[src/rtl/sad_pkg.sv]
// Shared types and default sizing for the sum-of-absolute-differences engine.
package sad_pkg;

    typedef enum logic [1:0] {
        IDLE,
        RUN,
        DONE
    } sad_state_t;

    localparam int SAD_DATA_W  = 8;
    localparam int SAD_OUT_W   = 32;
    localparam int SAD_NUM_PIX = 255;

    // The counter must be able to hold NUM_PIX itself after the final increment.
    function automatic int cnt_width(input int num_pix);
        return $clog2(num_pix + 1);
    endfunction

endpackage

[src/rtl/sad_unit_abs_diff.sv]
// Combinational |a-b| for unsigned pixels; the magnitude always fits in DATA_W bits.
module abs_diff #(
    parameter int DATA_W = 8
) (
    input  logic [DATA_W-1:0] a,
    input  logic [DATA_W-1:0] b,
    output logic [DATA_W-1:0] diff
);

    // Subtract the smaller from the larger so no borrow ever reaches the result.
    assign diff = (a >= b) ? (a - b) : (b - a);

endmodule

[src/rtl/sad_unit.sv]
// Block SAD accumulator: IDLE waits for enb_i, RUN sums NUM_PIX pixel pairs,
// DONE publishes the total on dt_o and returns to IDLE.
module sad_unit
    import sad_pkg::*;
#(
    parameter int NUM_PIX = SAD_NUM_PIX,
    parameter int DATA_W  = SAD_DATA_W,
    parameter int OUT_W   = SAD_OUT_W
) (
    input  logic              clk_i,
    input  logic              rst_n_i,
    input  logic              enb_i,
    input  logic [DATA_W-1:0] dta_i,
    input  logic [DATA_W-1:0] dtb_i,
    output logic              busy_o,
    output logic [OUT_W-1:0]  dt_o
);

    localparam int CNT_W = cnt_width(NUM_PIX);
    localparam logic [CNT_W-1:0] LAST_CNT = CNT_W'(NUM_PIX - 1);

    sad_state_t        state_reg;
    sad_state_t        state_next;
    logic [CNT_W-1:0]  cnt_reg;
    logic [OUT_W-1:0]  acc_reg;
    logic [OUT_W-1:0]  dt_reg;
    logic              busy_reg;
    logic [DATA_W-1:0] diff;

    abs_diff #(
        .DATA_W(DATA_W)
    ) u_abs_diff (
        .a   (dta_i),
        .b   (dtb_i),
        .diff(diff)
    );

    always_ff @(posedge clk_i or negedge rst_n_i) begin
        if (!rst_n_i) begin
            state_reg <= IDLE;
            busy_reg  <= 1'b0;
        end else begin
            state_reg <= state_next;
            busy_reg  <= (state_next != IDLE);
        end
    end

    always_comb begin
        state_next = state_reg;
        case (state_reg)
            IDLE:    if (enb_i) state_next = RUN;
            RUN:     if (cnt_reg == LAST_CNT) state_next = DONE;
            DONE:    state_next = IDLE;
            default: state_next = IDLE;
        endcase
    end

    // Clearing on IDLE->RUN keeps consecutive blocks independent.
    always_ff @(posedge clk_i or negedge rst_n_i) begin
        if (!rst_n_i) begin
            cnt_reg <= '0;
            acc_reg <= '0;
            dt_reg  <= '0;
        end else begin
            case (state_reg)
                IDLE: begin
                    if (enb_i) begin
                        cnt_reg <= '0;
                        acc_reg <= '0;
                    end
                end
                RUN: begin
                    cnt_reg <= cnt_reg + CNT_W'(1);
                    acc_reg <= acc_reg + OUT_W'(diff);
                end
                DONE: dt_reg <= acc_reg;
                default: ;
            endcase
        end
    end

    assign busy_o = busy_reg;
    assign dt_o   = dt_reg;

endmodule

[config.mk]
export PLATFORM = sky130hd
export DESIGN_NAME = sad_unit
export DESIGN_NICKNAME = d
export VERILOG_FILES = /design/src/rtl/sad_pkg.sv /design/src/rtl/sad_unit_abs_diff.sv /design/src/rtl/sad_unit.sv
export SDC_FILE = /design/constraint.sdc
export NUM_CORES = 1
export LEC_CHECK = 0
export CAP_MARGIN = 30
export CORE_MARGIN = 8
export CORE_UTILIZATION = 36
export CTS_CLUSTER_DIAMETER = 150
export DETAILED_ROUTE_END_ITERATION = 8
export SYNTH_ARGS = -nofsm -noshare
export SYNTH_HDL_FRONTEND = slang
export SYNTH_SLANG_ARGS = --single-unit
[constraint.sdc]
create_clock -name clk_i -period 3.5 [get_ports clk_i]
set_input_delay 0.7 -clock clk_i [delete_from_list [all_inputs] [get_ports clk_i]]
set_output_delay 0.7 -clock clk_i [all_outputs]
set_load 0.005 [all_outputs]
Word level (Yosys, flattened, before mapping):

Cells that the tools add are included.

* add/sub/neg operators: 4
* $mul: 0
* div/mod/pow operators: 0
* shift operators: 0
* bitwise logic cells: 0
* reduce and logical (&&, ||, !) cells: 4
* mux-type cells: 8
* order comparisons: 1
* eq/ne operators: 4

Operator list (number)
* $pmux W32 S2: 1
* $add A32 B8 Y32: 1
* $mux W32: 1
* $mux W8: 2
* $pmux W8 S2: 1
* $sub A8 B8 Y8: 2
* $add A8 B1 Y8 const B: 1
* $eq A8 B8 Y1 const B: 1
* $ge A8 B8 Y1: 1
* $mux W2: 2
* $pmux W2 S2: 1
* $reduce_bool A2 Y1: 2
* $eq A2 B1 Y1 const B: 1
* $eq A2 B2 Y1 const B: 1
* $logic_not A2 Y1: 1
* $ne A2 B2 Y1 const B: 1
* $reduce_and A2 Y1: 1

* register bits: 75
* bits in latches: 0
* memories: 0
* bits in writable memories: 0
* word-level logic and storage cells: 26
* ROM bits: 0

Logic depth before layout (Yosys ltp):

* word-level depth: 4
* gate-level depth with buffers: 19
* depth with buffers taken out: 18

By module:

Synthesis repeated with hierarchy kept, for this count alone.

* cell total of the unflattened synthesis: 404
* area total of the unflattened synthesis: 4227.8 um^2

Modules (own cells, without submodules)
* sad_unit: area an instance 3577.2 um^2, instances 1, cells an instance 321
* abs_diff: area an instance 650.6 um^2, instances 1, cells an instance 83

Least setup slack after synthesis:

No wires, ideal clock.

* path type: input-to-reg
* from: input dta_i[3]
* to: register acc_reg[12]
* data required time: 3.390 ns
* slack: -0.940 ns
* library setup time: 0.110 ns
* cell stages on the path: 18
* arrival: 4.330 ns
* cell sequence: inv_1 -> ha_1 -> buf_2 -> nand4_1 -> and3_1 -> o21ai_2 -> mux2_2 -> a221oi_2 -> o21ai_1 -> xor2_1 -> ha_1 -> and2_1 -> a221o_1 -> a21o_1 -> a21oi_2 -> buf_2 -> o311ai_0 -> o41ai_1

* word-level cells in the longest chain between the ends: 4
* elaborated cells between the ends (all ways): 6

Ends and longest elaborated chain
* start: declaration: line sad_unit.sv:13 `input logic [DATA_W-1:0] dta_i,`
* $sub A8 B8 Y8 / $ge A8 B8 Y1 (equally long branches): line sad_unit_abs_diff.sv:11 `assign diff = (a >= b) ? (a - b) : (b - a);`
* $mux W8 (*): line sad_unit_abs_diff.sv:11
* $add A32 B8 Y32 (*): line sad_unit.sv:74 `acc_reg <= acc_reg + OUT_W'(diff);`
* $pmux W32 S2 (*): line sad_unit.sv:65 `case (state_reg)`
* end signal: assignment: line sad_unit.sv:74
* end: declaration: line sad_unit.sv:25 `logic [OUT_W-1:0] acc_reg;`

Mark *: on every way between the ends. The rest lies on a longest branch, timed or not.
A chain may end at the register's enable or synchronous reset.

Worst setup path after layout:

* from: input dta_i[0]
* to: register acc_reg[24]

The elaborated chain is that of the path after synthesis.

==> results by group <==
Status
  • Run status: finished with violations
  • Failing checks: negative setup slack

Placement
  • Port Buf Inserts: 51
  • Placed cell areas: 5300 um^2
  • DP HPWL: 6590 um
  • RePlAce Congestion: 0.829
  • Place WS: -1.13 ns

Yosys
  • Biggest area consumer among synthesized cells: dfrtp_1
  • Post-Synthesis Cells: 386
  • Number of distinct library cells after synthesis: 49
  • Top post-synthesis cells by area: dfrtp_1, mux2_2, ha_1
  • Sequential fraction of the synthesis area: 45.1%
  • Yosys top cell area share: 45.1%
  • Top post-synthesis cells by count: dfrtp_1, nand2_1, mux2_2
  • Post-synth EDFFs: 0
  • Yosys reg bits: 75
  • Most frequent cell after synthesis: dfrtp_1
  • Synth Warn #: 0
  • Most used DFF post-synth: dfrtp_1
  • Fraction of registers with async set/reset: 100%
  • Post-synthesis cell area: 4170 um^2
  • Post-Syn Nets: 435
  • Syn avg cell area: 10.8 um^2

Cells and area
  • ANT cells: 0
  • FILL cells: 1005
  • Utilization after layout: 52.7%
  • Syn-to-layout area delta: 43.9%
  • Final net count: 559
  • Layout cell share with drive strength beyond 1: 37.7%
  • Finished Cell Area: 5990 um^2

Detailed routing
  • WL/cell: 14.3 um
  • First-pass iteration count of the detailed router: 4
  • DR iter-0 viols: 108
  • Vias: 3296
  • DRT antenna net count: 0
  • DRC Markers: 0
  • Final wirelength: 9410 um
  • Vias per cell: 5.01

CTS
  • Root buffer cell: clkbuf_16
  • Htree depth: 3
  • # clock sinks: 75
  • CTS buffer count: 9
  • Worst skew pair latency: 0.33 ns
  • CTS tree: yes
  • Clock slew at reported path FFs: 0.06 ns
  • Maximum clock path buffer count: 2

Die
  • Die Y: 124 um
  • DIE AREA: 15300 um^2
  • Starting Density: 36.6%
  • # rows: 39
  • Core area: 11400 um^2
  • IO Pins: 52
  • Die X: 124 um

Run
  • Number of max-cap violations: 0

Global routing
  • Initial antenna violation count: 0
  • Largest net degree at the start of global routing: 76
  • First-pass GRT wire length: 16300 um
  • All-Layer GR Usage: 13.3%
  • Vias in the first global route: 3441
  • GRT Residual Overflow: 0

STA
  • Final worst slack: -0.382 ns
  • Worst Tran Pin Value: 0.944 ns
  • RSZ-0062 raised after global routing: yes
  • Worst Skew: 0.00880 ns
  • Max Slew Vio Count: 0
  • Fin crit share: 111%
  • Post-route minimum period: 3.88 ns
  • Peak Freq: 258 MHz
  • TNS Setup: -6.72 ns
  • Hold WS: 0.160 ns
  • Endpoints failing setup: 25
  • Max transition margin: 36.9%
  • Final Hold Viols: 0

Pwr
  • Max VDD drop: 0.304 mV
  • Static Leak: 0.00281 uW
  • Pwr dens: 620 nW/um^2

Worst setup path
  • Worst Path Arrival: 4.10 ns
  • Crit path max fanout: 8
  • Reg-to-Reg End: acc_reg[24]$_DFFE_PN0P_
  • Slowest stage delay, CP: 0.34 ns
  • Delay-heaviest family, CP: compound AO/OA/AOI/OAI gates
  • Crit. End Element: flip-flop
  • Cells along the critical path: buf_6 -> inv_4 -> ha_4 -> inv_2 -> fa_2 -> nand3_2 -> and3_4 -> o21ai_4 -> mux2_4 -> a221oi_2 -> o21ai_1 -> xor2_1 -> ha_1 -> and2_4 -> a221o_1 -> a21o_1 -> a21oi_4 -> buf_12 -> o211ai_1 -> o31ai_1
  • Flop2flop setup slack: 1.07 ns
  • RR Startpoint: acc_reg[0]$_DFFE_PN0P_
  • R2R depth: 10
  • CP max stage cell: fa_2
  • Worst Setup Path Type: in2reg
  • CP startpoint kind: input pin
  • CP bufs+invs: 4
  • Data required, critical path: 3.72 ns

Hold path
  • Worst Hold Class: in2async
kinds of logic after synthesis:
logic type               synth area share [%]
AO/OA/AOI/OAI                            11.4
AND/OR/NAND/NOR                          12.9
multiplexers                             15.0
XOR/XNOR                                 2.52
buffers and inverters                    3.63
flip-flops                               45.1
adder cells (fa/ha/maj)                  9.55
cell type report:
type | count | area (um^2) | share of cell area [%]
inverters | 24 | 97.6 | 1.63
flip-flops and latches | 75 | 1880 | 31.3
multi-input cells | 274 | 2430 | 40.5
clock inverters | 6 | 88.8 | 1.48
well taps | 143 | 179 | 2.99
clock buffers | 10 | 229 | 3.82
repair buffers | 126 | 1090 | 18.2
layout by cell type, fill, tap and decap left out, types with 10 or more instances in the layout:
master / Yosys / routed
buf_2: 4 / 11
buf_4: 0 / 67
clkbuf_16: 0 / 10
clkdlybuf4s50_1: 0 / 34
dfrtp_1: 75 / 75
ha_1: 27 / 17
inv_1: 24 / 14
mux2_2: 35 / 34
mux2i_1: 23 / 22
nand2_1: 46 / 46
nand4_1: 10 / 10
o21ai_0: 23 / 19
worst max path at each step:
stage | cells past startpoint | to | start
finish | 20 | acc_reg[24]$_DFFE_PN0P_ | dta_i[0]
global route | 20 | acc_reg[24]$_DFFE_PN0P_ | dta_i[0]
CTS | 20 | acc_reg[24]$_DFFE_PN0P_ | dta_i[0]
detailed placement | 19 | acc_reg[24]$_DFFE_PN0P_ | dtb_i[0]
global placement | 18 | acc_reg[13]$_DFFE_PN0P_ | dta_i[5]
floorplan | 17 | acc_reg[30]$_DFFE_PN0P_ | dtb_i[5]
where the power goes:
group / total (uW) / internal [uW] / switching (uW)
Clock: 979 / 625 / 353
Combinational: 1570 / 859 / 716
Sequential: 1160 / 1000 / 158
Total: 3710 / 2490 / 1230
stage by stage:
step	instances	power, uW
after floorplan	386	1920
after global placement	622	2390
after detailed placement	622	2430
after CTS	652	3650
after global routing	658	3950
final	658	3710
per-layer routing:
metal	GRT usage [%]	vias up	share of wire, %
li1	-	1626	-
met1	17.1	1624	46
met3	2.79	7	3.3
met4	4.14	0	1.1
met2	22.0	39	49
met5	0	-	0
repair_timing:
action,in CTS,in global routing
endpoints found under the setup margin,28,27
buffers inserted,15,5
cloned,1,0
pin swaps,42,19
gates resized for setup,103,12
hold buffers,0,0
No activity file was read; power rests on OpenSTA's default activity.
